## src/rtl/bcd_timer_pkg.sv

```systemverilog
// Shared types and helpers for the BCD timer controller and its digit counters.
package bcd_timer_pkg;

  localparam int unsigned BCD_W = 4;
  localparam logic [BCD_W-1:0] BCD_MAX = 4'd9;

  typedef enum logic [1:0] {
    ST_IDLE  = 2'd0,
    ST_RUN   = 2'd1,
    ST_PAUSE = 2'd2,
    ST_DONE  = 2'd3
  } state_e;

  // Saturate a nibble into the legal BCD range.
  function automatic logic [BCD_W-1:0] bcd_clamp(input logic [BCD_W-1:0] d);
    return (d > BCD_MAX) ? BCD_MAX : d;
  endfunction

  // Per-digit value that marks terminal count: 9 counting up, 0 counting down.
  function automatic logic [BCD_W-1:0] term_digit(input logic up);
    return up ? BCD_MAX : 4'd0;
  endfunction

endpackage

```

## src/rtl/bcd_digit.sv

```systemverilog
// Single mod-10 digit: load has priority over enable, up selects direction.
module bcd_digit
  import bcd_timer_pkg::*;
(
  input  logic             clk,
  input  logic             rst_n,
  input  logic             load,
  input  logic             en,
  input  logic             up,
  input  logic [BCD_W-1:0] load_val,
  output logic [BCD_W-1:0] q
);

  logic [BCD_W-1:0] q_d, q_q;

  // Next digit value: load, else wrap-around increment/decrement when enabled.
  always_comb begin
    q_d = q_q;
    if (load) begin
      q_d = load_val;
    end else if (en) begin
      if (up) begin
        q_d = (q_q >= BCD_MAX) ? 4'd0 : q_q + 4'd1;
      end else begin
        q_d = (q_q == 4'd0) ? BCD_MAX : q_q - 4'd1;
      end
    end
  end

  // Digit register.
  always_ff @(posedge clk or negedge rst_n) begin
    if (!rst_n) q_q <= '0;
    else        q_q <= q_d;
  end

  assign q = q_q;

endmodule

```

## src/rtl/bcd_timer_ctrl.sv

```systemverilog
// BCD timer sequencer: FSM, prescaler, digit cascade and terminal detect.
// Optional build macro BCD_TIMER_AUTORELOAD_EN: reload PRESET on terminal and keep running.
module bcd_timer_ctrl
  import bcd_timer_pkg::*;
#(
  parameter int unsigned DIGITS   = 4,
  parameter int unsigned PRESCALE = 10
) (
  input  logic                CLK,
  input  logic                RESET_B,
  input  logic                START,
  input  logic                STOP,
  input  logic                CLEAR,
  input  logic                MODE_UP,
  input  logic [4*DIGITS-1:0] PRESET,
  output logic [4*DIGITS-1:0] COUNT,
  output logic                BUSY,
  output logic                DONE_P,
  output logic [1:0]          STATE
);

  localparam int unsigned CW = BCD_W * DIGITS;
  localparam int unsigned PW = (PRESCALE > 1) ? $clog2(PRESCALE) : 1;
  localparam logic [PW-1:0] PRE_LAST = PW'(PRESCALE - 1);

  state_e        state_q, state_d;
  logic [PW-1:0] pre_q, pre_d;
  logic          mode_q, mode_d;
  logic          done_q, done_d;
  logic          busy_q, busy_d;

  logic              tick_c, run_en_c, load_c, at_term_c, pre_term_c, carry_c;
  logic [CW-1:0]     load_val_c, preset_clamped_c, count_w;
  logic [DIGITS-1:0] en_c;

  assign tick_c = (state_q == ST_RUN) && (pre_q == PRE_LAST);

  // Terminal detect, one-tick-before-terminal detect, clamped preset and carry/borrow chain.
  always_comb begin
    at_term_c        = 1'b1;
    pre_term_c       = 1'b1;
    preset_clamped_c = '0;
    en_c             = '0;
    carry_c          = tick_c & run_en_c;
    for (int i = 0; i < int'(DIGITS); i++) begin
      preset_clamped_c[BCD_W*i +: BCD_W] = bcd_clamp(PRESET[BCD_W*i +: BCD_W]);
      if (count_w[BCD_W*i +: BCD_W] != term_digit(mode_q)) at_term_c = 1'b0;
      if (i == 0) begin
        if (count_w[BCD_W-1:0] != (mode_q ? 4'd8 : 4'd1)) pre_term_c = 1'b0;
      end else if (count_w[BCD_W*i +: BCD_W] != term_digit(mode_q)) begin
        pre_term_c = 1'b0;
      end
      en_c[i] = carry_c;
      carry_c = carry_c & (count_w[BCD_W*i +: BCD_W] == term_digit(mode_q));
    end
  end

  // Next-state, prescaler, load control and registered-output decode.
  always_comb begin
    state_d    = state_q;
    pre_d      = pre_q;
    mode_d     = mode_q;
    done_d     = 1'b0;
    load_c     = 1'b0;
    load_val_c = '0;
    run_en_c   = 1'b0;
    if (CLEAR) begin
      load_c  = 1'b1;
      pre_d   = '0;
      state_d = ST_IDLE;
    end else begin
      case (state_q)
        ST_IDLE, ST_DONE: begin
          if (START) begin
            load_c     = 1'b1;
            load_val_c = preset_clamped_c;
            pre_d      = '0;
            mode_d     = MODE_UP;
            state_d    = ST_RUN;
          end
        end
        ST_RUN: begin
          if (STOP) begin
            state_d = ST_PAUSE;
          end else begin
            run_en_c = ~at_term_c;
            pre_d    = tick_c ? '0 : pre_q + PW'(1);
            if (at_term_c || (tick_c && pre_term_c)) begin
              done_d = 1'b1;
`ifdef BCD_TIMER_AUTORELOAD_EN
              load_c     = 1'b1;
              load_val_c = preset_clamped_c;
              pre_d      = '0;
              mode_d     = MODE_UP;
`else
              state_d = ST_DONE;
`endif
            end
          end
        end
        ST_PAUSE: begin
          if (START) state_d = ST_RUN;
        end
        default: state_d = ST_IDLE;
      endcase
    end
    busy_d = (state_d == ST_RUN) || (state_d == ST_PAUSE);
  end

  // Controller registers.
  always_ff @(posedge CLK or negedge RESET_B) begin
    if (!RESET_B) begin
      state_q <= ST_IDLE;
      pre_q   <= '0;
      mode_q  <= 1'b0;
      done_q  <= 1'b0;
      busy_q  <= 1'b0;
    end else begin
      state_q <= state_d;
      pre_q   <= pre_d;
      mode_q  <= mode_d;
      done_q  <= done_d;
      busy_q  <= busy_d;
    end
  end

  // One counter per BCD digit, all sharing load and direction.
  for (genvar g = 0; g < int'(DIGITS); g++) begin : g_digit
    bcd_digit u_digit (
      .clk      (CLK),
      .rst_n    (RESET_B),
      .load     (load_c),
      .en       (en_c[g]),
      .up       (mode_q),
      .load_val (load_val_c[BCD_W*g +: BCD_W]),
      .q        (count_w[BCD_W*g +: BCD_W])
    );
  end

  assign COUNT  = count_w;
  assign BUSY   = busy_q;
  assign DONE_P = done_q;
  assign STATE  = state_q;

endmodule

```

## config.mk

```make
export PLATFORM = sky130hd
export DESIGN_NAME = bcd_timer_ctrl
export DESIGN_NICKNAME = d
export VERILOG_FILES = /design/src/rtl/bcd_timer_pkg.sv /design/src/rtl/bcd_digit.sv /design/src/rtl/bcd_timer_ctrl.sv
export SDC_FILE = /design/constraint.sdc
export NUM_CORES = 1
export LEC_CHECK = 0
export ABC_AREA = 1
export CORE_ASPECT_RATIO = 0.75
export CORE_UTILIZATION = 40
export DETAILED_ROUTE_END_ITERATION = 8
export HOLD_SLACK_MARGIN = 0.1
export PLACE_DENSITY_LB_ADDON = 0.08
export SETUP_SLACK_MARGIN = 0.05
export SYNTH_ARGS = -nofsm -noshare
export SYNTH_HDL_FRONTEND = slang
export SYNTH_SLANG_ARGS = --single-unit
```

## constraint.sdc

```tcl
create_clock -name CLK -period 1.7 [get_ports CLK]
set_clock_uncertainty 0.15 [all_clocks]
set_input_delay 0.34 -clock CLK [delete_from_list [all_inputs] [get_ports CLK]]
set_output_delay 0.34 -clock CLK [all_outputs]
set_load 0.05 [all_outputs]
```

==> impl_metrics.json <==
{
  "final_cell_count_no_fill": 537,
  "critical_path.startpoint_type": "flip-flop",
  "ios": 42,
  "clk_pin_slew_ns": 0.09,
  "cap_viol_max_count": 0,
  "yosysSeqAreaShare_pct": 27.1,
  "firstDrtPassIters": 4,
  "critPathBufInv": 2,
  "grt_pass1_vias": 2399,
  "die-area_sq_um": 6090,
  "synthesis.nets": 390,
  "internal_power_w": 0.00268,
  "crit_fanout": 4,
  "pwr_density_cell_nw_per_um2": 1350,
  "grt_setup_unrepaired": "yes",
  "fp.dieH_um": 67.8,
  "design.core.area_sq_um": 5440,
  "ir_drop_uv": 849,
  "grt_max_degree": 26,
  "globalplace.congestion": 0.835,
  "fill_cells": 438,
  "critical_path.top_delay_family": "simple AND/OR/NAND/NOR gates",
  "start_util_pct": 42.5,
  "synth-seq-cells": 25,
  "endpoint_kind": "flip-flop",
  "via_per_inst": 4.93,
  "cts_buffers": 3,
  "cts_tree": "built",
  "status": "finished with violations",
  "track_usage_pct": 22.5,
  "power.share.clock_pct": 7.3,
  "yosys_warnings": 0,
  "met3_length_um": 277,
  "grt_first_pass_wirelength_mm": 11.0,
  "swShare_pct": 48.1,
  "wl_per_cell_um": 12.4,
  "worstSkewPairLatency_ns": 0.28,
  "combPwrFrac_pct": 74.9,
  "antenna_found_initial": 0,
  "hold_viol_final": 0,
  "drv_slew": 0,
  "clockBufferDepth": 2,
  "portBuffers": 41,
  "cp_slowest_stage_delay_ns": 0.42,
  "required_ns": 1.73,
  "crit_chain": "inv_2, ha_4, nand4_1, buf_4, a21oi_4, nand3_4, nand2_2, nand2_2, nand2_1, nand2_1",
  "synthDistinctLibCells": 33,
  "wl_mm": 6.67,
  "cts_sinks": 25,
  "syn_inst": 352,
  "clock-root-buffer": "clkbuf_8",
  "synth.cell_area_sq_um": 2310,
  "drc": 0,
  "final_antenna_net_count": 0,
  "routed.top_layer": "met4",
  "fmax_mhz": 532,
  "multi_input_area_sq_um": 1710,
  "dp_cells": 522,
  "vias": 2645,
  "violations": "negative setup slack",
  "rows": 23,
  "pre_cts_slack_ns": -0.215,
  "n_antenna_cell": 0,
  "die_w_um": 89.8,
  "dp_hpwl_mm": 5.05,
  "tightest_slew_ns": 0.365,
  "hold_path.class": "in2async",
  "cts_max_level": 1,
  "final_nets": 501,
  "syn_to_final_growth_pct": 65.6,
  "finalCritPeriodShare_pct": 110,
  "slew_headroom_pct": 75.7,
  "drive_gt1_share_pct": 37.4,
  "path_class": "reg2reg",
  "gr-total-overflow": 0,
  "power_frac_seq_pct": 17.8,
  "setup_ws_ns": -0.178,
  "power_leakage_nw": 1.82,
  "drt_first_iter_violations": 100,
  "met2_length_mm": 2.96,
  "setup-violations-final": 20,
  "switchingPower_w": 0.00248,
  "crit_slowest_cell": "dfrtp_2",
  "wl_met1_mm": 3.36,
  "finalCriticalPeriod_ns": 1.88,
  "whs_ns": 0.278,
  "final-seq-area_sq_um": 649,
  "arrival_ns": 1.91,
  "syn_avg_cell_area_sq_um": 6.57
}
==> power groups by stage <==
stage / combinational [W] / sequential, W / clock (W)
floorplan: 0.00149 / 0.00141 / 0
global placement: 0.00350 / 0.000925 / 0
global route: 0.00422 / 0.000944 / 0.000401
CTS: 0.00360 / 0.000919 / 0.000383
detailed placement: 0.00354 / 0.000927 / 0
finish: 0.00386 / 0.000920 / 0.000378
==> through the flow <==
step	power, W	util [%]	TNS (ns)	instance area (sq um)
2_1_floorplan	0.00290	-	-1.05	2410
3_3_place_gp	0.00442	64.7	-2.87	3520
3_5_place_dp	0.00446	64.7	-3.05	3520
4_1_cts	0.00490	67.1	-1.77	3650
5_1_grt	0.00557	70.3	-4.22	3830
6_report	0.00516	70.3	-2.31	3830
==> final timing paths <==
kind / startpoint / endpoint / slack (ns) / cells after the start
worst max register to register: STATE[1]$_DFF_PN0_ / BUSY$_DFF_PN0_ / -0.18 / 10
worst min register to register: pre_q[3]$_DFFE_PN0P_ / pre_q[3]$_DFFE_PN0P_ / 0.40 / 2
max in group asynchronous: RESET_B / g_digit[2].u_digit.q[1]$_DFFE_PN0P_ / 0.83 / 2
worst min-delay path: RESET_B / g_digit[3].u_digit.q[1]$_DFFE_PN0P_ / 0.28 / 2
min in group CLK: pre_q[3]$_DFFE_PN0P_ / pre_q[3]$_DFFE_PN0P_ / 0.40 / 2
worst max-delay path: STATE[1]$_DFF_PN0_ / BUSY$_DFF_PN0_ / -0.18 / 10
==> Yosys cell counts (all sizes together) <==
cell    instances  area share, %
o21bai          1           0.32
o31ai           1           0.32
nand2         121             20
or2             2           0.54
clkbuf          1           0.16
xor2            5            1.9
dfrtp          25             27
clkinv          2           0.32
xnor2           4            1.5
inv            37            6.0
nor2           22            4.3
nand4           4            1.4
and2            1           0.27
nand3b          1           0.32
a21oi          14            3.2
o21ai          37            8.5
nor3            1           0.43
ha             16            8.7
buf             7            2.1
nand3          40            9.1
o211ai          9            2.9
nor4            1           0.27
==> kinds of logic after synthesis <==
group	Yosys count	share of synthesized area, %
simple gates	193	37.0
compound gates	62	15.3
buf+inv	47	8.55
flops	25	27.1
fa+ha+maj	16	8.66
xor+xnor	9	3.41
==> worst register-to-register path, delay by kind of cell, from the launching register on <==
kind                       cells  cell delay (ns)
AOI/OAI and AO/OA              1             0.15
and+or+nand+nor                6             0.62
adders and majority gates      1             0.14
DFF                            1             0.42
buffers and inverters          2             0.30
==> layer usage <==
layer / up-vias / GRT usage (%)
met3: 7 / 3.33
li1: 1367 / -
met5: - / 0
met2: 59 / 36.2
met1: 1212 / 32.1
met4: 0 / 5.74
==> area by class of cell <==
type                    instances  area share [%]
well taps                      75            2.45
clock buffers                   4            1.18
repair buffers                114            30.8
inverters                      39            4.02
multi-input cells             280            44.6
flip-flops and latches         25            17.0
==> sequential cells by signal, summed over array words and instances (netlist names) <==
register and count:
g_digit.u_digit.q 16, pre_q 4, STATE 2, BUSY 1, DONE_P 1, mode_q 1
==> cells in the final DEF (no fill, tap or decap), types with 3 or more instances in the layout <==
cell type	synthesis	routed
inv_1	33	27
xnor2_1	4	4
a21oi_1	13	11
clkdlybuf4s50_1	0	21
nor2_4	1	3
buf_4	0	70
o21ai_0	29	16
ha_1	16	13
nand4_1	3	3
dfrtp_2	0	19
dfrtp_1	25	6
nor2_2	4	5
nand2_1	116	103
buf_12	0	21
nand2_4	1	6
clkbuf_8	0	3
nand3_1	38	36
inv_2	4	8
nand2_2	4	11
o211ai_1	9	9
o21ai_1	5	14
o21ai_2	3	5
nor2_1	17	14
xor2_1	5	5
==> repair_timing <==
action | CTS | global route
pin swaps | 10 | 13
gates resized for setup | 12 | 38
setup buffers | 5 | 6
endpoints found under the setup margin | 22 | 23
hold buffers | 0 | 0
(Power assumes the default switching activity.)
